<file path="src/rtl/strobe_event_capture.sv">
// Threshold-crossing event recorder.
// Watches the registered sample stream from the monitor stage. On every
// qualified rising crossing of THRESHOLD it stores {sample, timestamp} in a
// small show-ahead FIFO that is drained through a valid/ready read port.
//
// Read handshake: rd_valid is high whenever the FIFO holds an entry and
// rd_data/rd_timestamp then show the head entry; an entry is consumed on
// every rising clock edge where rd_valid && rd_ready. rd_valid never depends
// combinationally on rd_ready.
module strobe_event_capture #(
   parameter int DATA_WIDTH = 8,
   parameter int THRESHOLD  = 100,
   parameter int DEPTH      = 8,
   parameter int TS_WIDTH   = 16
) (
   input  logic                     clk_capture,
   input  logic                     rst_capture,
   input  logic [DATA_WIDTH-1:0]    data_in_capture,
   input  logic                     enable_capture,
   input  logic                     clear_capture,
   input  logic                     rd_ready,
   output logic                     rd_valid,
   output logic [DATA_WIDTH-1:0]    rd_data,
   output logic [TS_WIDTH-1:0]      rd_timestamp,
   output logic [$clog2(DEPTH):0]   fifo_count,
   output logic                     overflow
);

   localparam int AW = $clog2(DEPTH);
   localparam int CW = AW + 1;
   localparam logic [DATA_WIDTH-1:0] THRESH    = DATA_WIDTH'(THRESHOLD);
   localparam logic [CW-1:0]         DEPTH_CNT = CW'(DEPTH);

   typedef enum logic [1:0] {
      DISARMED = 2'd0,
      ARMED    = 2'd1,
      HIGH     = 2'd2
   } state_t;

   // Detector state is kept in a plainly named enum so checkers can bind to it.
   state_t state;
   state_t state_next;

   logic [TS_WIDTH-1:0]   ts;
   logic [AW-1:0]         wr_ptr;
   logic [AW-1:0]         rd_ptr;
   logic [CW-1:0]         count;
   logic [DATA_WIDTH-1:0] mem_data [DEPTH];
   logic [TS_WIDTH-1:0]   mem_ts   [DEPTH];

   logic above;
   logic capture;
   logic full;
   logic pop;
   logic push;
   logic drop;

   assign above    = (data_in_capture > THRESH);
   assign full     = (count == DEPTH_CNT);
   assign rd_valid = (count != '0);
   assign pop      = rd_valid && rd_ready;
   // A pop in the same cycle frees the slot, so a full FIFO can still accept.
   assign push     = capture && (!full || pop);
   assign drop     = capture && full && !pop;

   assign fifo_count   = count;
   assign rd_data      = mem_data[rd_ptr];
   assign rd_timestamp = mem_ts[rd_ptr];

   // Detector next state: a capture only fires on a low-to-high move while armed.
   always_comb begin
      state_next = state;
      capture    = 1'b0;
      if (!enable_capture) begin
         state_next = DISARMED;
      end else begin
         case (state)
            DISARMED: state_next = above ? HIGH : ARMED;
            ARMED: begin
               if (above) begin
                  capture    = 1'b1;
                  state_next = HIGH;
               end
            end
            HIGH:     if (!above) state_next = ARMED;
            default:  state_next = DISARMED;
         endcase
      end
   end

   // Detector state register; clear forces it back to DISARMED.
   always_ff @(posedge clk_capture or posedge rst_capture) begin
      if (rst_capture)        state <= DISARMED;
      else if (clear_capture) state <= DISARMED;
      else                    state <= state_next;
   end

   // Free-running timestamp; the value pushed is the one before this increment.
   always_ff @(posedge clk_capture or posedge rst_capture) begin
      if (rst_capture)        ts <= '0;
      else if (clear_capture) ts <= '0;
      else                    ts <= ts + TS_WIDTH'(1);
   end

   // FIFO pointers, occupancy and the sticky overflow flag.
   always_ff @(posedge clk_capture or posedge rst_capture) begin
      if (rst_capture) begin
         wr_ptr   <= '0;
         rd_ptr   <= '0;
         count    <= '0;
         overflow <= 1'b0;
      end else if (clear_capture) begin
         wr_ptr   <= '0;
         rd_ptr   <= '0;
         count    <= '0;
         overflow <= 1'b0;
      end else begin
         if (push) wr_ptr <= wr_ptr + AW'(1);
         if (pop)  rd_ptr <= rd_ptr + AW'(1);
         if (push && !pop)      count <= count + CW'(1);
         else if (pop && !push) count <= count - CW'(1);
         if (drop) overflow <= 1'b1;
      end
   end

   // FIFO storage; reset zeroes it so the head outputs read 0 out of reset.
   always_ff @(posedge clk_capture or posedge rst_capture) begin
      if (rst_capture) begin
         for (int i = 0; i < DEPTH; i++) begin
            mem_data[i] <= '0;
            mem_ts[i]   <= '0;
         end
      end else if (!clear_capture && push) begin
         mem_data[wr_ptr] <= data_in_capture;
         mem_ts[wr_ptr]   <= ts;
      end
   end

endmodule

</file>
<file path="config.mk">
export PLATFORM = sky130hd
export DESIGN_NAME = strobe_event_capture
export DESIGN_NICKNAME = d
export VERILOG_FILES = /design/src/rtl/strobe_event_capture.sv
export SDC_FILE = /design/constraint.sdc
export NUM_CORES = 1
export LEC_CHECK = 0
export CAP_MARGIN = 20
export CORE_MARGIN = 4
export CORE_UTILIZATION = 55
export DETAILED_ROUTE_END_ITERATION = 8
export GPL_TIMING_DRIVEN = 0
export PLACE_DENSITY = 0.73
export SLEW_MARGIN = 40
export SYNTH_ARGS = -nofsm -noshare
export SYNTH_HDL_FRONTEND = slang
export SYNTH_SLANG_ARGS = --single-unit
export TNS_END_PERCENT = 1
</file>
<file path="constraint.sdc">
create_clock -name clk_capture -period 22.4 [get_ports clk_capture]
set_input_delay 3.36 -clock clk_capture [delete_from_list [all_inputs] [get_ports clk_capture]]
set_output_delay 3.36 -clock clk_capture [all_outputs]
set_load 0.02 [all_outputs]
</file>
After elaboration in Yosys (flattened, before gate mapping) --
Cells that the tools add are included.
Cells by class: add/sub/neg operators 5, reduce and logical (&&, ||, !) cells 20, multipliers 0, divide/modulo/power cells 0, eq/ne operators 5, multiplexer cells 31, order comparisons 4, shift-type cells 0, bitwise operators 2
Operators with widths (count):
- 128-bit bitwise mux | 1
- 64-bit bitwise mux | 1
- 16-bit two-way mux | 4
- 16-bit binary-select mux with 3-bit select | 1
- 16-bit demux with 3-bit select | 1
- 8-bit binary-select mux with 3-bit select | 1
- 8-bit demux with 3-bit select | 1
- 8-bit two-way mux | 3
- 16-bit by 1-bit adder with 16-bit output (second input constant) | 1
- 3-bit two-way mux | 4
- 4-bit two-way mux | 3
- 2-bit two-way mux | 5
- 4-bit greater-or-equal comparator (second input constant) | 2
- 8-bit by 7-bit greater-than comparator with 1-bit output (second input constant) | 1
- 1-bit logical AND | 8
- 4-bit inequality test (second input constant) | 2
- 3-bit NOT with 4-bit output | 2
- 3-bit by 1-bit adder with 3-bit output (second input constant) | 2
- 2-bit one-hot mux with 3 select lines | 1
- 2-bit nonzero test | 3
- 1-bit two-way mux | 5
- 4-bit by 1-bit adder with 4-bit output (second input constant) | 1
- 4-bit equality test (second input constant) | 1
- 1-bit zero test | 4
- other kinds (9) | 9
Word-level totals: bits in read-only memories 0, bits in registers 221, latch bits 0, memory bits (writable) 0, bits of input ports 13, logic and storage cells 89, output and inout port bits 30, memories 0

Longest topological paths before layout --
word-level depth 10, depth in mapped cells 9, gate-level depth less buffers 8

Least setup slack after synthesis --
Ideal clock, no wire load.
path kind input to register, from in data_in_capture[3], to reg count[3], in the netlist fifo_count[3], library setup time 0.082 ns, stages on the path 9, path slack 16.958 ns, data required time 22.318 ns, buffers on the path 1, arrival time 5.360 ns, cells stage by stage clkbuf_1 > o211ai_1 > a31oi_2 > nand2_1 > ha_1 > a21o_1 > a2111oi_0 > mux2i_1 > a31oi_1
On the way: word-level cells in the longest chain between the ends 8, elaborated cells between the ends (all ways) 11, classes of those cells order compare (1); mux (5); reduce/logical (5)
RTL lines:
- from (decl) | line 18 | input logic [DATA_WIDTH-1:0] data_in_capture,
- 8-bit by 7-bit greater-than comparator with 1-bit output (*) | line 58 | assign above = (data_in_capture > THRESH);
- 1-bit two-way mux (*) | line 80 | if (above) begin
- 1-bit two-way mux (*) | line 77 | case (state)
- 1-bit two-way mux (*) | line 74 | if (!enable_capture) begin
- 1-bit logical AND (*) | line 63 | assign push = capture && (!full || pop);
- 1-bit logical AND / 1-bit zero test (equally long branches) | line 120, 121
- 4-bit two-way mux / 1-bit logical AND (equally long branches) | line 120, 121
- 4-bit two-way mux / 3-bit nonzero test (equally long branches)
- to (signal assigned) | line 120 | if (push && !pop) count <= count + CW'(1);
- to (signal assigned) | line 121 | else if (pop && !push) count <= count - CW'(1);
- to (decl) | line 47 | logic [CW-1:0] count;
Every way passes the cells marked *; elsewhere a longest branch is shown, timed or not. A chain may end at the register's enable or synchronous reset.

Worst setup path after layout --
from reg rd_ptr[1], to out rd_timestamp[14]
On the way: word-level cells in the longest chain between the ends 4
RTL lines:
- from (decl) | line 46 | logic [AW-1:0] rd_ptr;
- from (signal assigned) | line 119 | if (pop) rd_ptr <= rd_ptr + AW'(1);
- 3-bit NOT with 4-bit output (not written as such) | line 68 | assign rd_timestamp = mem_ts[rd_ptr];
- 16-bit binary-select mux with 3-bit select | line 68
- 16-bit two-way mux (not written as such) (2 in series) | line 68
- to (decl) | line 24 | output logic [TS_WIDTH-1:0] rd_timestamp,
Every way passes these cells. The select of a mux whose other input is x is not followed.

==> reports/metrics.yaml <==
placed_design:
  dp_cells: 960
  port_buffers: 37
  dp_hpwl_mm: 14.7
  dpl_cell_area_sq_mm: 0.0112
  dp_slack_ns: 16.09
  gp_congestion: 0.808
synthesis:
  synth-seq-area-share_pct: 52.6
  async_flop_share_pct: 100
  netlist_instances: 687
  syn_avg_cell_area_sq_um: 15.3
  synth_area_sq_mm: 0.0105
  yosys_register_bits: 221
  synth-warning-count: 0
  yosys.cell_types.count: 52
  synth_edf_count: 0
  synth-main-ff-cell: "dfrtp_1"
  synth_nets: 706
worst_setup_path:
  slowest_stage: "buf_1"
  reg2reg_slack_ns: 19.54
  critical_path.startpoint_type: "register"
  reg2reg_to: "fifo_count[3]$_DFFE_PP0P_"
  crit_top_cell: "buf_1"
  endpoint_kind: "primary output"
  r2r_start: "fifo_count[3]$_DFFE_PP0P_"
  crit_family: "buffers and inverters"
  worstPathRequired_ns: 19.04
  r2r_cells: 9
  cp_cell_sequence: "buf_1, buf_1, mux4_2, mux2_2, clkdlybuf4s50_1"
  arrival_ns: 3.43
  critPathMaxFanout: 10
  critPathKind: "register to primary output"
  slowest_delay_ns: 0.63
  path_buf_inv: 3
die:
  core.rowCount: 50
  die_y_um: 146
  coreArea_sq_mm: 0.0188
  die_x_um: 146
  die_area_sq_mm: 0.0214
  start_util_pct: 56.0
  ios: 43
hold_path:
  hold_end: "mem_ts[124]$_DFFE_PP0P_"
  min_path_cells: 1
  hp-class: "register to register"
  min-delay-start: "mem_ts[124]$_DFFE_PP0P_"
grt:
  grt_pass1_vias: 6613
  grt_antenna_before_repair: 0
  grt-ovfl-total: 0
  grt.total_usage_pct: 21.4
  grt_max_degree: 86
  grt_pass1_wl_mm: 36.7
drt:
  post_drt_via_cell_ratio: 6.02
  drc_errors: 0
  first_pass_iters: 4
  vias: 6030
  wl_per_cell_um: 22.1
  drt_wl_total_mm: 22.2
  antenna_left: 0
  drtIter0Drc: 349
clock_network:
  cts_buffers: 24
  worstSkewPairLatency_ns: 0.51
  clockBufferDepth: 3
  htree_levels: 1
  postCtsResizedCells: 0
  path_clk_slew_ns: 0.06
  clkSinkCount: 221
  postCtsSetupRepairBufs: 0
  cts_tree: "built"
  cts_root_buf: "clkbuf_16"
  cts_hold_repair.buffers: 0
sta:
  hold_ws_ns: 0.500
  period_minus_slack_ns: 6.79
  setup_ws_ns: 15.61
  skew_ns: 0.0131
  worstMarginPinSlew_ns: 0.818
  max-slew-margin-rel_pct: 45.4
  setup_viol: 0
  tns_ns: 0
  min_period_over_period_pct: 30.3
  max_freq_mhz: 147
  rsz0062_at_grt: "no"
  slew_violations: 0
  hold_violations: 0
power:
  p_total_uw: 975
  ir_drop_uv: 64.6
  leakagePower_nw: 5.73
  power_density_mw_per_mm2: 80.7
final_layout:
  area_growth_pct: 14.8
  stdcell_area_sq_mm: 0.0121
  final-instance-count-excl-fill: 1002
  final_layout_size_suffix_gt1_share_pct: 45.1
  fin_nets: 771
  antenna_cells: 0
  fill_cells: 1316
  final_core_util_pct: 64.3
flow_run:
  cap_viol_max_count: 0
outcome:
  outcome: "finished, final reports clean"
## flip-flops by register name, summed over array words and instances (netlist names)
signal      cells
overflow        1
fifo_count      4
ts             16
state           2
rd_ptr          3
mem_data       64
wr_ptr          3
mem_ts        128
## logic make-up after synthesis
family / Yosys count / share of synthesized area, %
xor+xnor: 14 / 1.17
buf+inv: 68 / 3.28
mux: 271 / 35.6
compound gates: 28 / 1.98
flops: 221 / 52.6
fa+ha+maj: 6 / 0.785
simple gates: 79 / 4.64
## power breakdown
group | total (mW) | leakage, nW | switching (mW) | internal (mW)
combinational | 0.151 | 2.25 | 0.0836 | 0.0671
sequential | 0.415 | 3.07 | 0.00762 | 0.408
clock | 0.409 | 0.406 | 0.154 | 0.255
## layer usage
metal | GRT usage [%] | wire (um) | vias up
met1 | 30.6 | 10100 | 3202
met3 | 2.70 | 678 | 34
met5 | 0 | 0 | -
met2 | 35.8 | 11000 | 116
met4 | 4.42 | 400 | 0
li1 | - | - | 2678
## worst max path at each step
stage | from | endpoint | cells past startpoint
2_1_floorplan | rst_capture | fifo_count[0]$_DFFE_PP0P_ | 1
3_3_place_gp | rst_capture | mem_ts[104]$_DFFE_PP0P_ | 2
3_5_place_dp | rd_ptr[1]$_DFFE_PP0P_ | rd_timestamp[14] | 5
4_1_cts | rd_ptr[1]$_DFFE_PP0P_ | rd_timestamp[14] | 5
5_1_grt | rd_ptr[1]$_DFFE_PP0P_ | rd_timestamp[14] | 5
6_report | rd_ptr[1]$_DFFE_PP0P_ | rd_timestamp[14] | 5
## final cells by class
cell class              count  area [sq um]  area share, %
multi-input cells         398          4640           38.4
plain buffers              62           327           2.71
inverters                   6          30.0          0.249
clock inverters             6           109          0.902
repair buffers             39           425           3.52
flip-flops and latches    221          5530           45.8
clock buffers              36           717           5.94
well taps                 234           293           2.43
## synth_stat cells (3+ instances only)
cell / number / area share (%)
dfrtp_1: 221 / 53
ha_1: 5 / 0.59
nand3_1: 8 / 0.38
mux2i_1: 3 / 0.29
mux2_4: 40 / 5.7
nand4_2: 4 / 0.48
or3_1: 4 / 0.24
inv_1: 6 / 0.21
xnor2_1: 3 / 0.25
clkbuf_1: 30 / 1.1
buf_1: 6 / 0.21
buf_6: 4 / 0.43
nand3b_1: 3 / 0.21
nor2_1: 23 / 0.82
o21ai_0: 6 / 0.29
nor2b_1: 4 / 0.24
nand2_1: 6 / 0.21
buf_2: 19 / 0.90
nand4_1: 7 / 0.42
mux2_2: 180 / 19
xor2_1: 11 / 0.92
a21oi_1: 8 / 0.38
mux4_2: 48 / 10
and3_1: 6 / 0.36
## cell usage in the layout (no fill, tap or decap), drive strengths merged, types with 7 or more instances in the layout
| cell type | netlist | final |
|---|---|---|
| dfrtp | 221 | 221 |
| mux2 | 220 | 220 |
| clkbuf | 30 | 66 |
| mux4 | 48 | 48 |
| clkdlybuf4s50 | 0 | 37 |
| buf | 32 | 34 |
| nor2 | 23 | 23 |
| xor2 | 11 | 11 |
| nand4 | 11 | 11 |
| nand3 | 9 | 9 |
| a21oi | 8 | 8 |
| inv | 6 | 7 |
No activity file was read; power rests on OpenSTA's default activity.
